## config.mk

```make
export PLATFORM = sky130hd
export DESIGN_NAME = fp_mult_pipe
export DESIGN_NICKNAME = d
export VERILOG_FILES = /design/src/rtl/fp_mult_pkg.sv /design/src/rtl/fp_mult_round.sv /design/src/rtl/fp_mult_pipe.sv
export SDC_FILE = /design/constraint.sdc
export NUM_CORES = 1
export LEC_CHECK = 0
export BUFFER_PORTS_ARGS = -buffer_cell sky130_fd_sc_hd__buf_2
export CELL_PAD_IN_SITES_DETAIL_PLACEMENT = 0
export CELL_PAD_IN_SITES_GLOBAL_PLACEMENT = 2
export CORE_MARGIN = 3
export CORE_UTILIZATION = 36
export CTS_CLUSTER_SIZE = 14
export DETAILED_ROUTE_END_ITERATION = 12
export PLACE_DENSITY_LB_ADDON = 0.1
export SLEW_MARGIN = 15
export SYNTH_ARGS = -nofsm -noshare
export SYNTH_HDL_FRONTEND = slang
export SYNTH_SLANG_ARGS = --single-unit
```

## constraint.sdc

```tcl
create_clock -name clk -period 5.5 [get_ports clk]
set_clock_uncertainty 0.2 [all_clocks]
set_input_delay 0.275 -clock clk [delete_from_list [all_inputs] [get_ports clk]]
set_output_delay 0.275 -clock clk [all_outputs]
set_load 0.005 [all_outputs]
```

## src/rtl/fp_mult_pkg.sv

```systemverilog
// Shared definitions for the pipelined floating-point multiplier:
// exception flag bit positions, operand classes and the classifier.
package fp_mult_pkg;

   localparam int FLG_NV = 4;
   localparam int FLG_DZ = 3;
   localparam int FLG_OF = 2;
   localparam int FLG_UF = 1;
   localparam int FLG_NX = 0;

   typedef enum logic [2:0] {
      ZERO,
      NORM,
      INF,
      QNAN,
      SNAN
   } fp_class_t;

   // Classify one operand from its field summaries. A zero exponent is
   // treated as zero whatever the mantissa holds, so subnormals flush here.
   function automatic fp_class_t classify(input logic exp_zero,
                                          input logic exp_ones,
                                          input logic man_zero,
                                          input logic quiet);
      fp_class_t c;
      if (exp_zero)
         c = ZERO;
      else if (exp_ones)
         c = man_zero ? INF : (quiet ? QNAN : SNAN);
      else
         c = NORM;
      return c;
   endfunction

endpackage

```

## src/rtl/fp_mult_round.sv

```systemverilog
// Final-stage datapath of the multiplier: round-to-nearest-even, mantissa
// carry, overflow/underflow saturation, special-operand override and packing.
// Purely combinational; the parent registers the outputs.
module fp_mult_round
   import fp_mult_pkg::*;
#(
   parameter int EXP_W = 5,
   parameter int MAN_W = 10
) (
   input  logic                   sign,
   input  fp_class_t              class_a,
   input  fp_class_t              class_b,
   input  logic [EXP_W+1:0]       exp_n,
   input  logic [MAN_W-1:0]       mant,
   input  logic                   guard,
   input  logic                   rnd,
   input  logic                   sticky,
   output logic [EXP_W+MAN_W:0]   result,
   output logic [4:0]             flags
);

   localparam int EMAX = (1 << EXP_W) - 1;

   logic             inc;
   logic [MAN_W:0]   mant_sum;
   logic [EXP_W+1:0] exp_f;
   logic             ovf;
   logic             unf;
   logic             inexact;
   logic             any_nan;
   logic             any_snan;
   logic             any_inf;
   logic             any_zero;

   assign inc      = guard & (rnd | sticky | mant[0]);
   assign mant_sum = {1'b0, mant} + (MAN_W+1)'(inc);
   assign exp_f    = exp_n + (EXP_W+2)'(mant_sum[MAN_W]);
   assign ovf      = ~exp_f[EXP_W+1] & (exp_f[EXP_W:0] >= (EXP_W+1)'(EMAX));
   assign unf      = exp_f[EXP_W+1] | (exp_f == '0);
   assign inexact  = guard | rnd | sticky;

   assign any_snan = (class_a == SNAN) | (class_b == SNAN);
   assign any_nan  = any_snan | (class_a == QNAN) | (class_b == QNAN);
   assign any_inf  = (class_a == INF) | (class_b == INF);
   assign any_zero = (class_a == ZERO) | (class_b == ZERO);

   // Special operands take priority over the arithmetic path; after that the
   // rounded exponent decides between saturation to inf, flush to zero, or a
   // normal packed result.
   always_comb begin
      result = '0;
      flags  = '0;
      if (any_nan | (any_inf & any_zero)) begin
         result         = {1'b0, {EXP_W{1'b1}}, 1'b1, {(MAN_W-1){1'b0}}};
         flags[FLG_NV]  = any_snan | (any_inf & any_zero);
      end else if (any_inf) begin
         result = {sign, {EXP_W{1'b1}}, {MAN_W{1'b0}}};
      end else if (any_zero) begin
         result = {sign, {EXP_W{1'b0}}, {MAN_W{1'b0}}};
      end else if (ovf) begin
         result        = {sign, {EXP_W{1'b1}}, {MAN_W{1'b0}}};
         flags[FLG_OF] = 1'b1;
         flags[FLG_NX] = 1'b1;
      end else if (unf) begin
         result        = {sign, {EXP_W{1'b0}}, {MAN_W{1'b0}}};
         flags[FLG_UF] = 1'b1;
         flags[FLG_NX] = 1'b1;
      end else begin
         result        = {sign, exp_f[EXP_W-1:0], mant_sum[MAN_W-1:0]};
         flags[FLG_NX] = inexact;
      end
   end

endmodule

```

## src/rtl/fp_mult_pipe.sv

```systemverilog
// Three-stage pipelined floating-point multiplier with valid/ready flow
// control. S1 unpacks and multiplies, S2 normalizes and extracts the rounding
// bits, S3 rounds and packs. The whole pipe advances or holds as one.
module fp_mult_pipe
   import fp_mult_pkg::*;
#(
   parameter int EXP_W = 5,
   parameter int MAN_W = 10
) (
   input  logic                   clk,
   input  logic                   rst,
   input  logic                   in_valid,
   output logic                   in_ready,
   input  logic [EXP_W+MAN_W:0]   a,
   input  logic [EXP_W+MAN_W:0]   b,
   output logic                   out_valid,
   input  logic                   out_ready,
   output logic [EXP_W+MAN_W:0]   result,
   output logic [4:0]             flags
);

   localparam int DW   = 1 + EXP_W + MAN_W;
   localparam int PW   = 2 * MAN_W + 2;
   localparam int EW   = EXP_W + 2;
   localparam int BIAS = (1 << (EXP_W - 1)) - 1;

   logic adv;

   logic [EXP_W-1:0] ea;
   logic [EXP_W-1:0] eb;
   logic [MAN_W-1:0] ma;
   logic [MAN_W-1:0] mb;
   fp_class_t        cls_a;
   fp_class_t        cls_b;
   logic [EW-1:0]    esum_c;
   logic [PW-1:0]    mp_c;

   logic             s1_valid;
   logic             s1_sign;
   fp_class_t        s1_ca;
   fp_class_t        s1_cb;
   logic [EW-1:0]    s1_esum;
   logic [PW-1:0]    s1_mp;

   logic [PW-2:0]    mn_c;
   logic [EW-1:0]    exp_c;

   logic             s2_valid;
   logic             s2_sign;
   fp_class_t        s2_ca;
   fp_class_t        s2_cb;
   logic [EW-1:0]    s2_exp;
   logic [MAN_W-1:0] s2_mant;
   logic             s2_g;
   logic             s2_r;
   logic             s2_s;

   logic [DW-1:0]    res_c;
   logic [4:0]       flg_c;

   assign adv      = ~out_valid | out_ready;
   assign in_ready = adv;

   assign ea = a[DW-2:MAN_W];
   assign eb = b[DW-2:MAN_W];
   assign ma = a[MAN_W-1:0];
   assign mb = b[MAN_W-1:0];

   assign cls_a  = classify(ea == '0, &ea, ma == '0, ma[MAN_W-1]);
   assign cls_b  = classify(eb == '0, &eb, mb == '0, mb[MAN_W-1]);
   assign esum_c = EW'(ea) + EW'(eb) - EW'(BIAS);
   assign mp_c   = PW'({1'b1, ma}) * PW'({1'b1, mb});

   // The product of two significands lies in [1,4); align the leading one to
   // the top of mn_c, dropping it, and bump the exponent when it was >= 2.
   assign mn_c  = s1_mp[PW-1] ? s1_mp[PW-2:0] : {s1_mp[PW-3:0], 1'b0};
   assign exp_c = s1_esum + EW'(s1_mp[PW-1]);

   fp_mult_round #(
      .EXP_W(EXP_W),
      .MAN_W(MAN_W)
   ) u_round (
      .sign    (s2_sign),
      .class_a (s2_ca),
      .class_b (s2_cb),
      .exp_n   (s2_exp),
      .mant    (s2_mant),
      .guard   (s2_g),
      .rnd     (s2_r),
      .sticky  (s2_s),
      .result  (res_c),
      .flags   (flg_c)
   );

   // Valid chain and output register; reset flushes everything in flight and
   // the output only loads when a real result arrives from S2.
   always_ff @(posedge clk) begin
      if (!rst) begin
         s1_valid  <= 1'b0;
         s2_valid  <= 1'b0;
         out_valid <= 1'b0;
         result    <= '0;
         flags     <= '0;
      end else if (adv) begin
         s1_valid  <= in_valid;
         s2_valid  <= s1_valid;
         out_valid <= s2_valid;
         if (s2_valid) begin
            result <= res_c;
            flags  <= flg_c;
         end
      end
   end

   // S1 register: sign, operand classes, biased exponent sum and raw product.
   always_ff @(posedge clk) begin
      if (adv && in_valid) begin
         s1_sign <= a[DW-1] ^ b[DW-1];
         s1_ca   <= cls_a;
         s1_cb   <= cls_b;
         s1_esum <= esum_c;
         s1_mp   <= mp_c;
      end
   end

   // S2 register: normalized exponent, stored mantissa and guard/round/sticky.
   always_ff @(posedge clk) begin
      if (adv && s1_valid) begin
         s2_sign <= s1_sign;
         s2_ca   <= s1_ca;
         s2_cb   <= s1_cb;
         s2_exp  <= exp_c;
         s2_mant <= mn_c[2*MAN_W:MAN_W+1];
         s2_g    <= mn_c[MAN_W];
         s2_r    <= mn_c[MAN_W-1];
         s2_s    <= |mn_c[MAN_W-2:0];
      end
   end

endmodule
```

==> results of run 1 <==
-- metal layers --
layer | wire length (um) | vias up | track usage, %
li1 | - | 2732 | -
met1 | 8117 | 2596 | 19.87
met2 | 8231 | 86 | 25.71
met3 | 482 | 18 | 1.735
met4 | 261 | 0 | 3.953
met5 | 0 | - | 0
-- placed cells by master, fill, tap and decap left out, types with 3 or more instances in the layout --
cell | Yosys | final
a21oi_1 | 25 | 25
dfxtp_1 | 23 | 23
and3_1 | 8 | 8
a31oi_1 | 3 | 3
nor3b_1 | 4 | 4
inv_1 | 123 | 123
buf_4 | 1 | 17
buf_2 | 3 | 57
xnor2_1 | 25 | 25
or3_1 | 3 | 3
and2_1 | 48 | 48
o21ai_0 | 14 | 14
nand3b_1 | 3 | 3
nor2b_1 | 10 | 10
a21o_1 | 9 | 9
nand3_1 | 19 | 19
edfxtp_1 | 63 | 63
ha_1 | 73 | 73
nor3_1 | 15 | 15
o21ai_1 | 10 | 10
clkbuf_16 | 0 | 9
nor4_1 | 9 | 9
nand4_1 | 3 | 3
xor2_1 | 9 | 9
o211ai_1 | 4 | 4
fa_1 | 81 | 81
mux2_2 | 12 | 12
o21a_1 | 4 | 4
nor2_1 | 31 | 31
nand2_1 | 82 | 82
nand2b_1 | 4 | 4
-- flip-flops by register name, indices dropped and copies added, names as in the netlist --
name       cells
s2_cb          3
s1_valid       1
s2_s           1
s1_mp         22
s2_exp         7
s2_mant       10
result        16
flags          4
s1_ca          3
out_valid      1
s2_r           1
s1_cb          3
s2_valid       1
s2_ca          3
s2_g           1
s1_sign        1
s1_esum        7
s2_sign        1
-- worst reg2reg max path: stages, from the launching register on --
cell and delay, ns:
edfxtp_1 0.36, and2_1 0.22, ha_1 0.21, nand3_1 0.11, nor2_1 0.18, and3_1 0.20, and3_1 0.18, ha_1 0.23
ha_1 0.30, and3_4 0.23, nand3_2 0.09, xor2_2 0.26, o41a_1 0.29, nor2_1 0.13, o311a_1 0.35
-- cell type report --
class / count / area, sq um / area share, %
clock inverters: 7 / 78.83 / 0.8905
flip-flops and latches: 86 / 2352 / 26.57
well taps: 275 / 344.1 / 3.887
multi-input cells: 553 / 4977 / 56.23
inverters: 123 / 461.7 / 5.216
clock buffers: 9 / 225.2 / 2.544
repair buffers: 74 / 412.9 / 4.664
-- cell families after synthesis --
family | count (synthesis) | synth area share (%)
compound gates | 99 | 8.729
xor+xnor | 36 | 4.175
other cells | 1 | 0.04739
simple gates | 250 | 16.08
buf+inv | 151 | 7.369
flops | 86 | 29.73
fa+ha+maj | 154 | 32.04
mux | 13 | 1.834
-- per-stage QoR --
step	area [sq um]	utilization, %	hold slack [ns]	worst slack [ns]	power (mW)
finish	8852	41.59	0.03328	0.3870	4.115
global route	8852	41.59	0.04314	0.06561	4.582
CTS	8852	41.59	0.02053	0.3890	4.177
floorplan	7913	-	0.2003	0.1791	2.952
detailed placement	8548	40.16	0.2045	0.03657	3.537
global placement	8548	40.16	0.2036	0.08403	3.543
-- final timing paths --
kind	from	endpoint	slack [ns]	depth (start not counted)
max	a[2]	s1_mp[20]	0.39	17
max reg2reg	s2_mant[0]	flags[0]	1.84	14
min reg2reg	s1_ca[1]	s2_ca[1]	0.22	0
min	a[15]	s1_sign	0.03	2
-- power breakdown --
part	internal, mW	switching [mW]
clock network	0.357	0.251
logic	1.10	1.38
registers	0.957	0.0760
total	2.41	1.70
==> impl_metrics.ini, run 1 <==
[floorplanning]
dieHeight_um = 154.3
die_x_um = 154.3
pin_count = 59
die_area_sq_um = 23790
coreArea_sq_um = 21290
rows = 53
start_util_pct = 37.17

[min_path]
hold_class = in -> reg

[yosys]
synthTopCellsByArea = edfxtp_1 24%, fa_1 20%, ha_1 12%, inv_1 5.8%, dfxtp_1 5.8%
ys_warn_count = 0
synth_top_area_cell = edfxtp_1
syn-num-nets = 980
synth_cells = 790
avgSynthCellArea_sq_um = 10.02
yosysSeqAreaShare_pct = 29.73
synth.distinct_cells = 71
syn-cell-area_sq_um = 7913
synth.most_common_cell = inv_1
async_flop_share_pct = 0
yosysTopAreaCellShare_pct = 23.91
synthTopCellsByCount = 123 x inv_1, 82 x nand2_1, 81 x fa_1, 73 x ha_1, 63 x edfxtp_1
ys.flop_type = edfxtp_1
synth-edff-count = 63
ys_seq_elements = 86

[cts]
cts_made_buffers = 9
cts_root_buffer = clkbuf_16
cts_sinks = 86
clk_pin_slew_ns = 0.07
h-tree-depth = 3
clk_latency_ns = 0.34
tritoncts = done
cts-hold-fix-buffers = 0
cts_buffer_depth = 2
cts_resized = 0
postCtsSetupBuffers = 0

[setup_path]
crit_family = adder cells
crit_slowest_cell = fa_1
end_kind = register
path_max_fanout = 11
timing_worst_setup_path_type = in -> reg
slowest_delay_ns = 0.54
critPathLaunchType = input port
cp_cell_sequence = buf_2 > inv_1 > fa_1 > inv_1 > fa_1 > fa_1 > fa_1 > inv_1 > fa_1 > inv_1 > ha_1 > inv_1 > nor3_1 > a221o_1 > or3_1 > o21a_1 > o311ai_1
cp.arrival_ns = 5.06
crit_required_ns = 5.45
path_buf_inv = 6

[route]
vias_per_cell = 4.820
wl_um = 17090
num_vias = 5432
drc = 0
wl_per_cell_um = 15.17
dr.pass1.iters = 6
antenna_left = 0
drt_iter0_drc = 184

[placed_design]
port_buffers = 57
routabilityCongestion = 0.7992
dp.cells = 1111
dpl.hpwl_um = 14300

[sta]
finalHoldViolations = 0
post-route-period-util_pct = 92.96
worst_pin_slew_ns = 0.5871
fin_tns_setup_ns = 0
rsz0062_at_grt = no
slew_headroom_pct = 60.86
min_period_ns = 5.113
setup_viol = 0
drv_slew = 0
fmax_mhz = 195.6

[run]
cap_violations = 0

[global_routing]
grt.total_usage_pct = 14.86
grt_pass1_vias = 5768
grt_pass1_wl_um = 28800
overflow = 0
grt_max_degree = 38
antenna_found_initial = 0

[pwr]
vdd_drop_max_v = 0.0002839
p_per_area_nw_per_um2 = 464.9
p_leak_nw = 4.020

[status]
outcome = complete, no violations

[final_layout]
diodes = 0
area_growth_pct = 11.88
stdcell_count = 1127
drive_gt1_share_pct = 13.38
nNetsFinal = 1037
n_fill_cell = 2112
Note: power is estimated with default switching activity, not from simulation.
==> run 2: changes to the inputs <==
==> constraint.sdc (replaced) <==
create_clock -name clk -period 5.5 [get_ports clk]
set_clock_uncertainty 0.2 [all_clocks]
set_input_delay 1.1 -clock clk [delete_from_list [all_inputs] [get_ports clk]]
set_output_delay 1.1 -clock clk [all_outputs]
set_load 0.005 [all_outputs]
==> run 2 against run 1 <==
Effect of this change:
- global-route usage rose by 0.37 points
- setup slack worse by 0.37 ns
- largest cell class unchanged
- first-iteration DRC count is 8.2% lower
==> impl_metrics.ini, run 2 (synthesis gave the netlist of run 1 again) <==
[status]
outcome = complete, no violations

[final_layout]
final_area_sq_um = 9757
largest_reg_flops = 22
most-common-layout-cells = 110 x inv_1, 75 x fa_1, 75 x buf_4, 71 x nand2_1, 66 x ha_1
mostFrequentLayoutCell = inv_1
area_growth_pct = 23.31
nNetsFinal = 1102
diodes = 0
largest_registers = s1_mp x22, result x16, s2_mant x10
top_register = s1_mp
drive_gt1_share_pct = 25.19

[pwr]
p_per_area_nw_per_um2 = 513.4
seqPwrFrac_pct = 20.7
intPower_mw = 2.995
swShare_pct = 40.22
p_leak_nw = 4.408
clkPwrFrac_pct = 12.1
vdd_drop_max_v = 0.0003167
p_sw_mw = 2.015
p_comb_share_pct = 67.2

[sta]
slew_headroom_pct = 61.61
hold_ws_ns = 0.2161
rsz0062_at_grt = yes
finalHoldViolations = 0
finalWorstSetupSlack_ns = 0.01562
worst_pin_slew_ns = 0.5758
fmax_mhz = 182.3
drv_slew = 0
post-route-period-util_pct = 99.72
min_period_ns = 5.484
setup_viol = 0

[setup_path]
slowest_delay_ns = 0.54
critPathLaunchType = input port
crit_family = adder cells
path_buf_inv = 6
cp.arrival_ns = 5.46
timing_worst_setup_path_type = in -> reg
cp_cell_sequence = buf_12 > and2_4 > fa_1 > inv_2 > fa_1 > inv_2 > fa_1 > fa_2 > inv_2 > fa_1 > inv_2 > ha_4 > and3_4 > buf_6 > nand2_4 > a21oi_4 > nor3_4 > o2111a_1 > a211oi_2
crit_start = b[8]
crit_required_ns = 5.47
path_max_fanout = 6
end_kind = register
crit_slowest_cell = fa_1
r2r_start = s2_mant[0]

[floorplanning]
dieHeight_um = 154.3
start_util_pct = 37.17
die_x_um = 154.3
die_area_sq_um = 23790
coreArea_sq_um = 21290
rows = 53
pin_count = 59

[route]
vias_per_cell = 4.755
wl_um = 17870
antenna_left = 0
num_vias = 5668
drt_iter0_drc = 169
dr.pass1.iters = 4
drc = 0
wl_per_cell_um = 14.99

[placed_design]
placed_cell_area_sq_um = 9082
preCtsSetupSlack_ns = -0.4598
port_buffers = 57
routabilityCongestion = 0.8507
dpl.hpwl_um = 14920

[global_routing]
antenna_found_initial = 0
overflow = 0
grt_max_degree = 38
grt.total_usage_pct = 15.23
grt_pass1_vias = 5991
grt_pass1_wl_um = 29640

[cts]
clk_latency_ns = 0.34
h-tree-depth = 3
cts_sinks = 86
clk_pin_slew_ns = 0.07
cts_buffer_depth = 2
cts_root_buffer = clkbuf_16
tritoncts = done
cts_made_buffers = 9

[run]
cap_violations = 0

[min_path]
worstHoldStart = s1_ca[2]
hold_class = reg -> reg
run 2: cell count changes in the layout (fill, tap and decap cells not counted), moves of 6 or more:
cell     previous run  this run
buf_4              17        75
nand2_1            82        71
fa_2                0         6
ha_4                0         7
buf_2              57        41
inv_1             123       110
inv_2               0        13
nand2_2             0         8
fa_1               81        75
buf_6               0        13
ha_1               73        66
run 2: what timing repair did:
action,in CTS,in global routing
cloned,0,0
hold buffers,0,0
endpoints found under the setup margin,6,10
gates resized for setup,20,74
buffers inserted,0,7
pin swaps,5,38
run 2: stage by stage:
stage	power (mW)	TNS [ns]	utilization [%]	instances
4_1_cts	4.782	0	44.44	1185
2_1_floorplan	3.130	-0.6296	-	790
3_3_place_gp	4.007	-4.879	42.67	1169
6_report	5.009	0	45.84	1192
5_1_grt	5.500	-0.2487	45.84	1192
3_5_place_dp	4.020	-4.518	42.67	1169
run 2: power by group through the flow:
stage                     logic [mW]  clock network, mW  registers [mW]
after global routing            3.80              0.648            1.05
after global placement          2.96                  0            1.05
final                           3.37              0.606            1.04
after CTS                       3.12              0.623            1.04
after detailed placement        2.97                  0            1.05
after floorplan                 2.12                  0            1.01
run 2: path summary, 6_finish.rpt:
path / slack, ns / to / depth (start not counted)
min reg2reg: 0.22 / s2_ca[2] / 0
max reg2reg: 1.82 / flags[0] / 14
min: 0.22 / s2_ca[2] / 0
max: 0.02 / s1_mp[21] / 19
run 2: metal layers:
layer  routed length [um]  track usage, %
met1                 8274           20.24
met2                 8876           26.50
met3                  518           2.266
met4                  203           3.280
met5                    0               0
run 2: final cells by class:
| cell class | instances | area [sq um] |
|---|---|---|
| Clock buffer | 9 | 225.2 |
| Clock inverter | 7 | 72.57 |
| Fill cell | 2054 | 11530 |
| Inverter | 123 | 461.7 |
| Multi-Input combinational cell | 553 | 5211 |
| Sequential cell | 86 | 2352 |
| Tap cell | 275 | 344.1 |
| Timing Repair Buffer | 139 | 1090 |
run 2: worst register-to-register path: cells and delay by family (launching register included):
family                   cells  cell delay [ns]
AO/OA/AOI/OAI                2             0.64
XOR/XNOR                     1             0.24
adder cells (fa/ha/maj)      3             0.74
flip-flops                   1             0.36
AND/OR/NAND/NOR              8             1.38
